$ cat src/rtl/cam_capture_px_if.sv
// Signal bundle for cam_capture_px: camera byte stream, crop window configuration and pixel outputs.
interface cam_capture_px_if #(
  parameter int X_W    = 10,
  parameter int Y_W    = 9,
  parameter int FCNT_W = 16
);
  logic              cam_init_done;
  logic              byte_en;
  logic              vsync;
  logic              href;
  logic [7:0]        cam_data;
  logic [1:0]        mode;
  logic [X_W-1:0]    win_x0;
  logic [X_W-1:0]    win_x1;
  logic [Y_W-1:0]    win_y0;
  logic [Y_W-1:0]    win_y1;
  logic [X_W:0]      line_len;
  logic [15:0]       pixel_data;
  logic              pixel_valid;
  logic [X_W-1:0]    pixel_x;
  logic [Y_W-1:0]    pixel_y;
  logic              sof;
  logic              eol;
  logic              frame_done;
  logic [FCNT_W-1:0] frame_cnt;
  logic              line_err;
  logic [7:0]        err_cnt;

  modport master (
    output cam_init_done, byte_en, vsync, href, cam_data, mode,
           win_x0, win_x1, win_y0, win_y1, line_len,
    input  pixel_data, pixel_valid, pixel_x, pixel_y, sof, eol,
           frame_done, frame_cnt, line_err, err_cnt
  );

  modport slave (
    input  cam_init_done, byte_en, vsync, href, cam_data, mode,
           win_x0, win_x1, win_y0, win_y1, line_len,
    output pixel_data, pixel_valid, pixel_x, pixel_y, sof, eol,
           frame_done, frame_cnt, line_err, err_cnt
  );
endinterface

$ cat src/rtl/cam_capture_px.sv
// Frames camera bytes into cropped, tagged pixels (RGB444 / RGB565 / Y-only) with frame counting.
// Optional line-length checking is enabled by defining CAM_CAPTURE_LINE_CHECK_EN.
module cam_capture_px #(
  parameter int MAX_WIDTH  = 640,
  parameter int MAX_HEIGHT = 480,
  parameter int X_W        = 10,
  parameter int Y_W        = 9,
  parameter int FCNT_W     = 16
) (
  input logic             i_clk,
  input logic             i_rstn,
  cam_capture_px_if.slave bus
);
  localparam logic [X_W:0] MAX_X = (X_W+1)'(MAX_WIDTH);
  localparam logic [Y_W:0] MAX_Y = (Y_W+1)'(MAX_HEIGHT);

  typedef enum logic [1:0] {WAIT_INIT, WAIT_VS, VBLANK, ACTIVE} state_t;

  state_t            state, state_next;
  logic              vsync_last, href_last;
  logic              vs_rise, vs_fall, href_fall;
  logic              frame_start, frame_end, line_end, take_byte;
  logic              phase, sof_armed;
  logic [7:0]        b0;
  logic [1:0]        mode;
  logic [X_W-1:0]    x0, x1;
  logic [Y_W-1:0]    y0, y1;
  logic [X_W:0]      raw_x;
  logic [Y_W:0]      raw_y;
  logic              in_win;
  logic [15:0]       fmt;
  logic [15:0]       pixel_data;
  logic              pixel_valid, sof, eol, frame_done;
  logic [X_W-1:0]    pixel_x;
  logic [Y_W-1:0]    pixel_y;
  logic [FCNT_W-1:0] frame_cnt;

  assign vs_rise   = bus.vsync & ~vsync_last;
  assign vs_fall   = ~bus.vsync & vsync_last;
  assign href_fall = ~bus.href & href_last;

  always_ff @(posedge i_clk) begin
    if (!i_rstn) state <= WAIT_INIT;
    else         state <= state_next;
  end

  always_comb begin
    state_next = state;
    case (state)
      WAIT_INIT: if (bus.cam_init_done) state_next = WAIT_VS;
      WAIT_VS:   if (vs_rise)           state_next = VBLANK;
      VBLANK:    if (vs_fall)           state_next = ACTIVE;
      ACTIVE:    if (vs_rise)           state_next = VBLANK;
      default:                          state_next = WAIT_INIT;
    endcase
  end

  // A vsync rise ends the frame and wins over any byte or line end in the same cycle.
  always_comb begin
    frame_start = 1'b0;
    frame_end   = 1'b0;
    line_end    = 1'b0;
    take_byte   = 1'b0;
    case (state)
      VBLANK: frame_start = vs_fall;
      ACTIVE: begin
        frame_end = vs_rise;
        line_end  = href_fall & ~vs_rise;
        take_byte = bus.href & bus.byte_en & ~vs_rise;
      end
      default: ;
    endcase
  end

  always_comb begin
    in_win = ({1'b0, x0} <= raw_x) && (raw_x <= {1'b0, x1}) &&
             ({1'b0, y0} <= raw_y) && (raw_y <= {1'b0, y1});
    case (mode)
      2'd0:    fmt = {4'h0, b0[3:0], bus.cam_data};
      2'd2:    fmt = {8'h00, b0};
      default: fmt = {b0, bus.cam_data};
    endcase
  end

  always_ff @(posedge i_clk) begin
    if (!i_rstn) begin
      vsync_last  <= 1'b0;
      href_last   <= 1'b0;
      phase       <= 1'b0;
      sof_armed   <= 1'b0;
      b0          <= '0;
      mode        <= '0;
      x0          <= '0;
      x1          <= '0;
      y0          <= '0;
      y1          <= '0;
      raw_x       <= '0;
      raw_y       <= '0;
      pixel_data  <= '0;
      pixel_valid <= 1'b0;
      pixel_x     <= '0;
      pixel_y     <= '0;
      sof         <= 1'b0;
      eol         <= 1'b0;
      frame_done  <= 1'b0;
      frame_cnt   <= '0;
    end else begin
      vsync_last  <= bus.vsync;
      href_last   <= bus.href;
      pixel_valid <= 1'b0;
      sof         <= 1'b0;
      eol         <= 1'b0;
      frame_done  <= 1'b0;
      if (frame_start) begin
        mode      <= bus.mode;
        x0        <= bus.win_x0;
        x1        <= bus.win_x1;
        y0        <= bus.win_y0;
        y1        <= bus.win_y1;
        raw_x     <= '0;
        raw_y     <= '0;
        phase     <= 1'b0;
        sof_armed <= 1'b1;
      end
      if (frame_end) begin
        frame_done <= 1'b1;
        frame_cnt  <= frame_cnt + 1'b1;
      end
      if (line_end) begin
        raw_x <= '0;
        phase <= 1'b0;
        if (raw_y != MAX_Y) raw_y <= raw_y + 1'b1;
      end else if (take_byte) begin
        if (!phase) begin
          b0    <= bus.cam_data;
          phase <= 1'b1;
        end else begin
          phase <= 1'b0;
          // raw_x parks at MAX_X so overlong lines neither wrap nor emit.
          if (raw_x != MAX_X) begin
            raw_x <= raw_x + 1'b1;
            if (raw_y != MAX_Y && in_win) begin
              pixel_valid <= 1'b1;
              pixel_data  <= fmt;
              pixel_x     <= raw_x[X_W-1:0] - x0;
              pixel_y     <= raw_y[Y_W-1:0] - y0;
              sof         <= sof_armed;
              sof_armed   <= 1'b0;
              eol         <= (raw_x == {1'b0, x1});
            end
          end
        end
      end
    end
  end

`ifdef CAM_CAPTURE_LINE_CHECK_EN
  logic       line_err;
  logic [7:0] err_cnt;

  always_ff @(posedge i_clk) begin
    if (!i_rstn) begin
      line_err <= 1'b0;
      err_cnt  <= '0;
    end else begin
      line_err <= 1'b0;
      if (line_end && (raw_x != bus.line_len || phase)) begin
        line_err <= 1'b1;
        if (err_cnt != 8'hFF) err_cnt <= err_cnt + 1'b1;
      end
    end
  end

  assign bus.line_err = line_err;
  assign bus.err_cnt  = err_cnt;
`else
  assign bus.line_err = 1'b0;
  assign bus.err_cnt  = 8'h00;
`endif

  assign bus.pixel_data  = pixel_data;
  assign bus.pixel_valid = pixel_valid;
  assign bus.pixel_x     = pixel_x;
  assign bus.pixel_y     = pixel_y;
  assign bus.sof         = sof;
  assign bus.eol         = eol;
  assign bus.frame_done  = frame_done;
  assign bus.frame_cnt   = frame_cnt;
endmodule

$ cat src/flat_wrapper.sv
// flat-port wrapper written by rule: the top's interface ports become plain ports
module cam_capture_px_flat 
#(
  parameter int MAX_WIDTH  = 640,
  parameter int MAX_HEIGHT = 480,
  parameter int X_W        = 10,
  parameter int Y_W        = 9,
  parameter int FCNT_W     = 16
)
  (i_clk, i_rstn, bus_cam_init_done, bus_byte_en, bus_vsync, bus_href, bus_cam_data, bus_mode, bus_win_x0, bus_win_x1, bus_win_y0, bus_win_y1, bus_line_len, bus_pixel_data, bus_pixel_valid, bus_pixel_x, bus_pixel_y, bus_sof, bus_eol, bus_frame_done, bus_frame_cnt, bus_line_err, bus_err_cnt);
  cam_capture_px_if #(.X_W(X_W), .Y_W(Y_W), .FCNT_W(FCNT_W)) bus_i ();
  input logic i_clk;
  input logic i_rstn;
  input wire logic [$bits(bus_i.cam_init_done)-1:0] bus_cam_init_done;
  input wire logic [$bits(bus_i.byte_en)-1:0] bus_byte_en;
  input wire logic [$bits(bus_i.vsync)-1:0] bus_vsync;
  input wire logic [$bits(bus_i.href)-1:0] bus_href;
  input wire logic [$bits(bus_i.cam_data)-1:0] bus_cam_data;
  input wire logic [$bits(bus_i.mode)-1:0] bus_mode;
  input wire logic [$bits(bus_i.win_x0)-1:0] bus_win_x0;
  input wire logic [$bits(bus_i.win_x1)-1:0] bus_win_x1;
  input wire logic [$bits(bus_i.win_y0)-1:0] bus_win_y0;
  input wire logic [$bits(bus_i.win_y1)-1:0] bus_win_y1;
  input wire logic [$bits(bus_i.line_len)-1:0] bus_line_len;
  output wire logic [$bits(bus_i.pixel_data)-1:0] bus_pixel_data;
  output wire logic [$bits(bus_i.pixel_valid)-1:0] bus_pixel_valid;
  output wire logic [$bits(bus_i.pixel_x)-1:0] bus_pixel_x;
  output wire logic [$bits(bus_i.pixel_y)-1:0] bus_pixel_y;
  output wire logic [$bits(bus_i.sof)-1:0] bus_sof;
  output wire logic [$bits(bus_i.eol)-1:0] bus_eol;
  output wire logic [$bits(bus_i.frame_done)-1:0] bus_frame_done;
  output wire logic [$bits(bus_i.frame_cnt)-1:0] bus_frame_cnt;
  output wire logic [$bits(bus_i.line_err)-1:0] bus_line_err;
  output wire logic [$bits(bus_i.err_cnt)-1:0] bus_err_cnt;
  assign bus_i.cam_init_done = bus_cam_init_done;
  assign bus_i.byte_en = bus_byte_en;
  assign bus_i.vsync = bus_vsync;
  assign bus_i.href = bus_href;
  assign bus_i.cam_data = bus_cam_data;
  assign bus_i.mode = bus_mode;
  assign bus_i.win_x0 = bus_win_x0;
  assign bus_i.win_x1 = bus_win_x1;
  assign bus_i.win_y0 = bus_win_y0;
  assign bus_i.win_y1 = bus_win_y1;
  assign bus_i.line_len = bus_line_len;
  assign bus_pixel_data = bus_i.pixel_data;
  assign bus_pixel_valid = bus_i.pixel_valid;
  assign bus_pixel_x = bus_i.pixel_x;
  assign bus_pixel_y = bus_i.pixel_y;
  assign bus_sof = bus_i.sof;
  assign bus_eol = bus_i.eol;
  assign bus_frame_done = bus_i.frame_done;
  assign bus_frame_cnt = bus_i.frame_cnt;
  assign bus_line_err = bus_i.line_err;
  assign bus_err_cnt = bus_i.err_cnt;
  cam_capture_px #(.MAX_WIDTH(MAX_WIDTH), .MAX_HEIGHT(MAX_HEIGHT), .X_W(X_W), .Y_W(Y_W), .FCNT_W(FCNT_W)) u_core (.i_clk(i_clk), .i_rstn(i_rstn), .bus(bus_i));
endmodule
$ cat config.mk
export PLATFORM = sky130hd
export DESIGN_NAME = cam_capture_px_flat
export DESIGN_NICKNAME = d
export VERILOG_FILES = /design/src/rtl/cam_capture_px_if.sv /design/src/rtl/cam_capture_px.sv /design/src/flat_wrapper.sv
export SDC_FILE = /design/constraint.sdc
export NUM_CORES = 1
export LEC_CHECK = 0
export CAP_MARGIN = 5
export CORE_ASPECT_RATIO = 2
export CORE_MARGIN = 2
export CORE_UTILIZATION = 53
export DETAILED_ROUTE_END_ITERATION = 10
export PLACE_DENSITY_LB_ADDON = 0.2
export SYNTH_ARGS = -nofsm -noshare
export SYNTH_HDL_FRONTEND = slang
export SYNTH_SLANG_ARGS = --single-unit
$ cat constraint.sdc
create_clock -name i_clk -period 3.59 [get_ports i_clk]
set_input_delay 0.359 -clock i_clk [delete_from_list [all_inputs] [get_ports i_clk]]
set_output_delay 0.359 -clock i_clk [all_outputs]
set_load 0.01 [all_outputs]
==> flow_metrics.env, run 1 <==
export IMPL_postPlaceCellArea_um2=8390
export IMPL_synthTopCellsByArea="dfxtp_1, ha_1, nand2_1"
export IMPL_drt_pass1_iterations=5
export IMPL_clock_power_share=0.533
export IMPL_power_frac_comb=0.046
export IMPL_clk_insertion_delay_late_ns=0.42
export IMPL_rsz0062_at_grt="no"
export IMPL_global_route_wire_length_before_repair_mm=29.9
export IMPL_ir_drop_mv=0.331
export IMPL_ys_async_sr_fraction=0
export IMPL_timing_max_transition_violations_final=0
export IMPL_synthDistinctLibCells=64
export IMPL_intPower_mw=2.67
export IMPL_p_seq_frac=0.421
export IMPL_drc=0
export IMPL_fin_crit_ns=3.05
export IMPL_layout_area_overhead_vs_synth_pct=25.3
export IMPL_dp_cells=1116
export IMPL_n_antenna_cell=0
export IMPL_syn_mean_instance_area_um2=8.18
export IMPL_hold_ws_ns=0.451
export IMPL_power_switching_mw=0.787
export IMPL_drive_gt1_frac=0.0655
export IMPL_grt_overflow_total=0
export IMPL_gp_congestion=0.972
export IMPL_core_region_area_um2=13400
export IMPL_worst_clock_skew_ns=0.00911
export IMPL_vias=6504
export IMPL_drt_iter0_markers=286
export IMPL_summed_instance_area_of_the_synthesized_netlist_um2=7190
export IMPL_cp_required_ns=3.94
export IMPL_power_per_cell_area_nw_per_um2=384
export IMPL_routed_via_density=5.67
export IMPL_port_buffers=108
export IMPL_maximum_number_of_pins_on_one_net_before_global_route_repair=65
export IMPL_avgRoutedWirePerCell_um=16.2
export IMPL_totalPowerFinal_mw=3.46
export IMPL_synth_seq_area_share=0.362
export IMPL_postSynthRegisterBits=130
export IMPL_max_cap_viol_count=0
export IMPL_floorplan_die_width_um=86.4
export IMPL_ys_warn_count=0
export IMPL_p_leak_nw=3.30
export IMPL_clock_fmax_ghz=0.328
export IMPL_run_status="finished clean"
export IMPL_final_min_period_over_clock_period=0.850
export IMPL_cts_made_buffers=17
export IMPL_detailed_place_hpwl_mm=13.6
export IMPL_mostFrequentLayoutCell="nand2_1"
export IMPL_hold_path_class="reg -> reg"
export IMPL_layout_cell_area_non_filler_um2=9010
export IMPL_h_tree_levels=4
export IMPL_post_cts_resized_instances=0
export IMPL_dominantRegCellSynth="dfxtp_1"
export IMPL_synthCells=879
export IMPL_worstSetupPathType="reg -> reg"
export IMPL_post_route_worst_setup_slack_ns=0.540
export IMPL_crit_path_cell_trace="inv_1 -> ha_1 -> nand4_1 -> a211oi_1 -> a211oi_1 -> nor2_1 -> nor4b_4 -> buf_4 -> buf_4 -> mux2i_1"
export IMPL_maximum_count_of_clock_buffers_along_a_single_path=2
export IMPL_ctsRootBufferMaster="clkbuf_16"
export IMPL_globalRouteTotalUtil=0.261
export IMPL_antenna_found_initial=0
export IMPL_cp_start_kind="flip-flop"
export IMPL_most_common_layout_cells="nand2_1, dfxtp_1, clkdlybuf4s50_1"
export IMPL_finish_net_count=1107
export IMPL_cts_hold_buffers_added=0
export IMPL_synth_edf_count=0
export IMPL_cts_tree="yes"
export IMPL_worst_max_slew_margin_expressed_relative_to_the_limit=0.399
export IMPL_cp_slowest_stage_delay_ns=0.53
export IMPL_layout_cells_non_filler=1148
export IMPL_power_switching_share=0.228
export IMPL_crit_path_max_fanout=14
export IMPL_clock_sinks=130
export IMPL_number_of_filler_cells_placed_in_the_layout=1146
export IMPL_yosysTopAreaCellShare=0.362
export IMPL_die_outline_height_um=169
export IMPL_fp_row_count=60
export IMPL_worstMarginPinSlew_ns=0.900
export IMPL_first_global_vias=6334
export IMPL_place_ws_ns=0.571
export IMPL_floorplan_io_pins=129
export IMPL_die_area_um2=14600
export IMPL_cts_setup_buffers=0
export IMPL_detail_route_wirelength_mm=18.6
export IMPL_final_core_util=0.674
export IMPL_setup_worst_path_end_class="flip-flop"
export IMPL_initial_util=0.538
export IMPL_tns_ns=0
export IMPL_yosysTopAreaCell="dfxtp_1"
export IMPL_worstPathArrival_ns=3.40
export IMPL_final_hold_viols=0
export IMPL_clk_pin_slew_worst_paths_ns=0.06
export IMPL_ant_nets=0
export IMPL_critical_path_slowest_cell="dfxtp_1"
export IMPL_setup_viol_count_final=0
[flip-flops by register name, summed over array words and instances, names as in the netlist, 2 cells and up]
signal,cells
u_core.bus.frame_cnt,16
u_core.bus.pixel_data,16
u_core.raw_x,11
u_core.bus.pixel_x,10
u_core.raw_y,10
u_core.x0,10
u_core.x1,10
u_core.bus.pixel_y,9
u_core.y0,9
u_core.y1,9
u_core.b0,8
u_core.mode,2
u_core.state,2
[cell families (layout without fill, tap and decap cells)]
kind of cell | after synthesis | count (layout) | synth area share
buf+inv | 110 | 216 | 0.0642
flops | 130 | 130 | 0.362
mux | 50 | 50 | 0.0717
other cells | 1 | 9 | 0.000522
compound gates | 152 | 152 | 0.127
xor+xnor | 21 | 21 | 0.0256
simple gates | 353 | 353 | 0.239
fa+ha+maj | 62 | 62 | 0.110
[cells in the mapped netlist (all sizes together), types with 5 or more instances]
library cell,instances
nor4b,6
nor3,18
mux2i,38
o31ai,5
a21oi,83
nor2b,5
buf,17
a211oi,10
nand2,155
mux2,12
dfxtp,130
inv,64
and2,8
nand3,36
ha,60
nor2,59
nand4,13
clkbuf,29
xnor2,11
nor4,6
o21ai,21
and3,7
xor2,10
nand2b,13
[per-layer routing]
metal / up-vias / track usage / wire [um]
li1: 3208 / - / -
met1: 3080 / 0.259 / 6540
met2: 152 / 0.491 / 10400
met3: 64 / 0.0380 / 552
met4: 0 / 0.156 / 1090
met5: - / 0 / 0
[critical path, delay by kind of cell, from the launching register on]
kind            cells  cell delay, ns
buf+inv             3            0.65
simple gates        3            0.64
flops               1            0.53
compound gates      2            0.51
fa+ha+maj           1            0.43
mux                 1            0.22
[power by group through the flow]
stage | Clock, mW | Combinational (mW) | Sequential (mW)
after floorplan | 0 | 0.0856 | 1.48
after CTS | 1.86 | 0.161 | 1.46
after global routing | 1.91 | 0.175 | 1.46
after global placement | 0 | 0.158 | 1.49
after detailed placement | 0 | 0.159 | 1.49
final | 1.84 | 0.160 | 1.46
[final timing paths]
kind / slack [ns] / from / to / depth (start not counted)
setup / recovery: 0.54 / u_core.raw_x[7] / u_core.bus.pixel_data[3] / 10
hold / removal: 0.45 / u_core.bus.pixel_x[9] / u_core.bus.pixel_x[9] / 2
hold reg to reg: 0.45 / u_core.bus.pixel_x[9] / u_core.bus.pixel_x[9] / 2
setup reg to reg: 0.54 / u_core.raw_x[7] / u_core.bus.pixel_data[3] / 10
[final cells by class]
cell class                 instances  area, um^2  area share
multi-input combinational        647        4170       0.463
sequential                       130        2600       0.289
timing repair buffer             120        1180       0.131
clock buffer                      19         453      0.0503
inverter                          64         240      0.0267
tap                              155         194      0.0215
clock inverter                    13         173      0.0192
Note: power is estimated with default switching activity, not from simulation.
==> inputs of run 2 (changes only) <==
Clock period 3.59 ns to 3 ns, I/O delays scaled along.
==> run 2 against run 1 <==
Effect of this change:
- cell count grew 1.8%
- worst hold slack lost 0.16 ns
- combinational power grew 26%
- sequential cell count is the same
- core utilization grew 1.3 points
- die area is the same
- sequential power grew 19%
- total power grew 16%
- clock-buffer cell count shrank 2
- critical endpoint is now u_core.bus.pixel_x[8]
==> flow_metrics.env, run 2 (synthesis gave the netlist of run 1 again) <==
export IMPL_mostFrequentLayoutCell="nand2_1"
export IMPL_rsz0062_at_grt="no"
export IMPL_ir_drop_mv=0.534
export IMPL_avgRoutedWirePerCell_um=16.7
export IMPL_clock_sinks=130
export IMPL_worst_max_slew_margin_expressed_relative_to_the_limit=0.622
export IMPL_globalRouteTotalUtil=0.272
export IMPL_drt_pass1_iterations=5
export IMPL_antenna_found_initial=0
export IMPL_p_seq_frac=0.433
export IMPL_hold_path_class="in -> reg"
export IMPL_reg_top3="u_core.bus.frame_cnt x16, u_core.bus.pixel_data x16, u_core.raw_x x11"
export IMPL_highest_signal_layer="met4"
export IMPL_most_common_layout_cells="nand2_1, dfxtp_1, clkdlybuf4s50_1"
export IMPL_finish_net_count=1128
export IMPL_worstPathArrival_ns=3.10
export IMPL_detail_route_wirelength_mm=19.5
export IMPL_port_buffers=108
export IMPL_h_tree_levels=4
export IMPL_clock_power_share=0.517
export IMPL_worst_clock_skew_ns=0.0124
export IMPL_final_min_period_over_clock_period=0.932
export IMPL_power_switching_mw=1.01
export IMPL_floorplan_die_width_um=86.4
export IMPL_max_cap_viol_count=0
export IMPL_floorplan_io_pins=129
export IMPL_met3WireLength_um=630
export IMPL_regArea_um2=2600
export IMPL_maximum_number_of_pins_on_one_net_before_global_route_repair=57
export IMPL_detailed_place_hpwl_mm=14.8
export IMPL_drt_iter0_markers=373
export IMPL_run_status="finished clean"
export IMPL_drive_gt1_frac=0.0888
export IMPL_initial_util=0.538
export IMPL_ant_nets=0
export IMPL_cts_tree="yes"
export IMPL_setup_worst_path_end_class="flip-flop"
export IMPL_clk_pin_slew_worst_paths_ns=0.06
export IMPL_power_frac_comb=0.050
export IMPL_grt_overflow_total=0
export IMPL_cp_start_kind="flip-flop"
export IMPL_cts_made_buffers=17
export IMPL_fp_row_count=60
export IMPL_worstMarginPinSlew_ns=0.567
export IMPL_power_switching_share=0.250
export IMPL_die_outline_height_um=169
export IMPL_die_area_um2=14600
export IMPL_met2_wirelength_mm=11.1
export IMPL_final_hold_viols=0
export IMPL_tns_ns=0
export IMPL_intPower_mw=3.02
export IMPL_p_leak_nw=3.42
export IMPL_timing_max_transition_violations_final=0
export IMPL_cts_setup_buffers=0
export IMPL_routed_via_density=5.62
export IMPL_n_antenna_cell=0
export IMPL_fin_crit_ns=2.80
export IMPL_number_of_filler_cells_placed_in_the_layout=1124
export IMPL_core_region_area_um2=13400
export IMPL_crit_path_max_fanout=19
export IMPL_maximum_count_of_clock_buffers_along_a_single_path=2
export IMPL_ctsRootBufferMaster="clkbuf_16"
export IMPL_wl_met1_mm=6.65
export IMPL_totalPowerFinal_mw=4.02
export IMPL_clk_insertion_delay_late_ns=0.42
export IMPL_vias=6575
export IMPL_cts_hold_buffers_added=0
export IMPL_setup_viol_count_final=0
export IMPL_power_per_cell_area_nw_per_um2=438
export IMPL_gp_congestion=0.994
export IMPL_global_route_wire_length_before_repair_mm=30.9
export IMPL_layout_area_overhead_vs_synth_pct=27.7
export IMPL_footprint_of_the_multi_input_gates_um2=4190
export IMPL_cp_required_ns=3.30
export IMPL_worstSetupPathType="reg -> reg"
export IMPL_drc=0
export IMPL_clock_fmax_ghz=0.358
export IMPL_first_global_vias=6540
## run 2: cell count changes in the layout (fill, tap and decap cells not counted), moves of 2 or more
| cell | previous run | this run |
|---|---|---|
| clkbuf_8 | 2 | 0 |
| bufinv_16 | 3 | 1 |
| clkinv_4 | 0 | 2 |
| buf_12 | 1 | 4 |
| buf_4 | 11 | 29 |
| inv_8 | 1 | 5 |
| clkinvlp_4 | 3 | 0 |
## run 2: area by class of cell
type,count,share of cell area
well taps,155,0.0211
repair buffers,141,0.150
clock buffers,17,0.0463
multi-input cells,647,0.456
flip-flops and latches,130,0.283
clock inverters,15,0.0176
inverters,64,0.0262
## run 2: worst paths after layout
kind	from	to	slack, ns	depth (start not counted)
min	i_rstn	u_core.bus.pixel_y[1]	0.29	3
max reg2reg	u_core.raw_x[7]	u_core.bus.pixel_x[8]	0.20	9
max	u_core.raw_x[7]	u_core.bus.pixel_x[8]	0.20	9
min reg2reg	u_core.y1[3]	u_core.y1[3]	0.45	2
## run 2: per-stage QoR
step | cell area (um^2) | setup WS, ns | instances | hold slack (ns) | util
2_1_floorplan | 7220 | 0.398 | 887 | 0.422 | -
5_1_grt | 9190 | 0.0397 | 1169 | 0.297 | 0.687
6_report | 9190 | 0.204 | 1169 | 0.287 | 0.687
3_5_place_dp | 8580 | 0.109 | 1137 | 0.446 | 0.642
4_1_cts | 9170 | 0.0794 | 1169 | 0.280 | 0.686
3_3_place_gp | 8580 | 0.146 | 1137 | 0.441 | 0.642
## run 2: per-layer routing
metal	vias to the layer above	global-route usage
li1	3247	-
met1	3081	0.255
met2	177	0.523
met3	70	0.0473
met4	0	0.164
met5	-	0
## run 2: power groups by stage
stage,registers (mW),clock network (mW),logic (mW)
2_1_floorplan,1.78,0,0.102
3_3_place_gp,1.78,0,0.198
3_5_place_dp,1.78,0,0.199
4_1_cts,1.74,2.10,0.200
5_1_grt,1.74,2.18,0.218
6_report,1.74,2.08,0.201
## run 2: repair_timing
action,4_1_cts,5_1_grt
hold endpoints to repair,0,0
gates resized for setup,0,4
endpoints found under the setup margin,0,14
## run 2: worst max-delay path: stages, from the launching register on
cell and delay (ns):
dfxtp_1 0.49, inv_1 0.14, ha_1 0.43, nand4_1 0.21, a211oi_1 0.09, a211oi_2 0.27, nor2_1 0.13, nor4b_4 0.36
buf_12 0.22, mux2_1 0.33
==> inputs of run 3 (changes only) <==
Settings changed: ABC_AREA set to 1.
==> run 3 against run 2 <==
Effect of this change:
- area after synthesis fell by 2.1%
- synthesized cell count rose by 6.9%
- sequential share of layout area rose by 1.3 points
- combinational power rose by 17%
- via count fell by 2.9%
- routed wire length fell by 14%
- total power fell by 0.92%
==> flow_metrics.env, run 3 <==
export IMPL_area_share_of_xor_xnor_cells_in_the_synthesized_design=0.0174
export IMPL_final_hold_viols=0
export IMPL_h_tree_levels=4
export IMPL_mostFrequentLayoutCell="dfxtp_1"
export IMPL_grt_busiest_layer="met2"
export IMPL_setup_worst_path_end_class="flip-flop"
export IMPL_hold_ws_ns=0.271
export IMPL_cp_endpoint="u_core.bus.pixel_x[0]"
export IMPL_yosysTopAreaCellShare=0.370
export IMPL_timing_max_transition_violations_final=0
export IMPL_totalPowerFinal_mw=3.99
export IMPL_detailed_place_hpwl_mm=12.4
export IMPL_regToRegSetupSlack_ns=0.50
export IMPL_initial_util=0.542
export IMPL_grt_met1_usage=0.236
export IMPL_floorplan_io_pins=129
export IMPL_cts_made_buffers=17
export IMPL_worstPathArrival_ns=2.84
export IMPL_layout_area_overhead_vs_synth_pct=24.7
export IMPL_synth_top_family_by_area="simple AND/OR/NAND/NOR gates"
export IMPL_max_cap_viol_count=0
export IMPL_core_region_area_um2=13000
export IMPL_rsz0062_at_grt="no"
export IMPL_ctsRootBufferMaster="clkbuf_16"
export IMPL_synth_cells_most_frequent="dfxtp_1, nand2_1, inv_1, a21oi_1, nor2_1"
export IMPL_layout_cells_non_filler=1206
export IMPL_most_common_layout_cells="dfxtp_1, nand2_1, inv_1"
export IMPL_drc=0
export IMPL_worst_clock_skew_ns=0.0117
export IMPL_ys_async_sr_fraction=0
export IMPL_critical_path_startpoint="u_core.raw_x[4]"
export IMPL_die_outline_height_um=167
export IMPL_synth_area_in_compound_gates=0.183
export IMPL_most_frequently_used_cell_type_in_the_post_synthesis_netlist="dfxtp_1"
export IMPL_final_core_util=0.675
export IMPL_dp_cells=1174
export IMPL_maximum_count_of_clock_buffers_along_a_single_path=2
export IMPL_post_synth_fa_ha_maj_area_fraction=0.112
export IMPL_globalRouteMet3Util=0.0391
export IMPL_yosysTopAreaCell="dfxtp_1"
export IMPL_summed_instance_area_of_the_synthesized_netlist_um2=7040
export IMPL_ant_nets=0
export IMPL_global_route_wire_length_before_repair_mm=28.0
export IMPL_port_buffers=108
export IMPL_dominantRegCellSynth="dfxtp_1"
export IMPL_clk_insertion_delay_late_ns=0.42
export IMPL_fp_row_count=59
export IMPL_setup_viol_count_final=0
export IMPL_vias=6385
export IMPL_cts_setup_buffers=0
export IMPL_ys_warn_count=0
export IMPL_n_antenna_cell=0
export IMPL_grt_overflow_total=0
export IMPL_floorplan_die_width_um=85.5
export IMPL_drive_gt1_frac=0.0854
export IMPL_synthCells=940
export IMPL_synthDistinctLibCells=47
export IMPL_drt_pass1_iterations=4
export IMPL_routed_via_density=5.29
export IMPL_clock_sinks=130
export IMPL_maximum_number_of_pins_on_one_net_before_global_route_repair=101
export IMPL_rr_startpoint="u_core.raw_x[4]"
export IMPL_finish_net_count=1168
export IMPL_post_cts_resized_instances=0
export IMPL_power_per_cell_area_nw_per_um2=454
export IMPL_r2r_end="u_core.bus.pixel_x[0]"
export IMPL_globalRouteTotalUtil=0.244
export IMPL_final_min_period_over_clock_period=0.834
export IMPL_die_area_um2=14300
export IMPL_run_status="finished clean"
export IMPL_p_leak_nw=3.52
export IMPL_synth_seq_area_share=0.370
export IMPL_logic_depth_of_the_worst_register_to_register_path=10
export IMPL_clk_pin_slew_worst_paths_ns=0.06
export IMPL_worstMarginPinSlew_ns=0.652
export IMPL_reg_top3="u_core.bus.frame_cnt x16, u_core.bus.pixel_data x16, u_core.raw_x x11"
export IMPL_cts_tree="yes"
export IMPL_avgRoutedWirePerCell_um=13.9
export IMPL_synth_edf_count=0
export IMPL_antenna_found_initial=0
export IMPL_detail_route_wirelength_mm=16.7
export IMPL_worstSetupPathType="reg -> reg"
export IMPL_postSynthRegisterBits=130
export IMPL_cp_start_kind="flip-flop"
export IMPL_crit_path_max_fanout=36
export IMPL_ir_drop_mv=0.511
export IMPL_synth_area_mux_share=0
export IMPL_cts_hold_buffers_added=0
export IMPL_fin_crit_ns=2.50
export IMPL_worst_max_slew_margin_expressed_relative_to_the_limit=0.564
export IMPL_syn_mean_instance_area_um2=7.49
export IMPL_hold_path_class="in -> reg"
export IMPL_grtUsageMet2=0.472
export IMPL_synthSimpleGateAreaFrac=0.212
export IMPL_tns_ns=0
export IMPL_gp_congestion=0.904
export IMPL_cp_required_ns=3.34
export IMPL_clock_fmax_ghz=0.399
export IMPL_drt_iter0_markers=297
export IMPL_synthTopCellsByArea="dfxtp_1, ha_1, nand2_1"
export IMPL_first_global_vias=6240
-- run 3: cell types whose count changed in the layout (fill, tap and decap cells not counted), sizes merged, moves of 21 or more --
| cell | delta |
|---|---|
| nand3 | +33 |
| nand2 | -21 |
| mux2i | -38 |
| nor2 | +22 |
| buf | -24 |
| inv | +67 |
| o21ai | +88 |
-- run 3: where the power goes --
group,total (mW),internal [mW],switching [mW]
registers,1.75,1.74,0.00797
logic,0.236,0.112,0.125
clock network,2.00,1.12,0.881
-- run 3: final cells by class --
type,count,area [um^2]
Clock buffer,18,439
Clock inverter,14,134
Fill cell,1146,4220
Inverter,134,503
Multi-Input combinational cell,641,3740
Sequential cell,130,2600
Tap cell,152,190
Timing Repair Buffer,117,1170
-- run 3: routing by layer --
metal | part of all wire | up-vias
li1 | - | 3290
met1 | 0.36 | 2893
met2 | 0.56 | 153
met3 | 0.035 | 49
met4 | 0.043 | 0
met5 | 0 | -
-- run 3: logic make-up after synthesis --
family	count (synthesis)
xor gates and xnor gates	14
AOI/OAI and AO/OA	226
DFF	130
other	1
adders and majority gates	62
buffers and inverters	177
and+or+nand+nor	330
-- run 3: how the worst min path moves through the flow --
stage                startpoint          endpoint  slack [ns]  depth (start not counted)
4_1_cts                  i_rstn      u_core.x1[0]        0.26                          3
2_1_floorplan          bus_href  u_core.href_last        0.39                          2
6_report                 i_rstn      u_core.x1[0]        0.27                          3
5_1_grt                  i_rstn      u_core.x1[2]        0.31                          3
3_5_place_dp   u_core.sof_armed    u_core.bus.sof        0.42                          2
3_3_place_gp   u_core.sof_armed    u_core.bus.sof        0.42                          2
-- run 3: per-stage QoR --
| step | worst slack [ns] | area (um^2) |
|---|---|---|
| after floorplan | 1.05 | 7070 |
| after global placement | 0.539 | 8200 |
| after detailed placement | 0.517 | 8200 |
| after CTS | 0.480 | 8770 |
| after global routing | 0.262 | 8770 |
| final | 0.497 | 8770 |
-- run 3: worst max-delay path, cell delays in order (launching register included) --
cell and delay [ns]:
dfxtp_1 0.42, inv_1 0.15, ha_1 0.44, nand2_1 0.08, nor3_1 0.24, nand4_1 0.13
nand2_1 0.14, nand3_2 0.10, nor2_4 0.15, nand2_4 0.31, o21ai_2 0.24
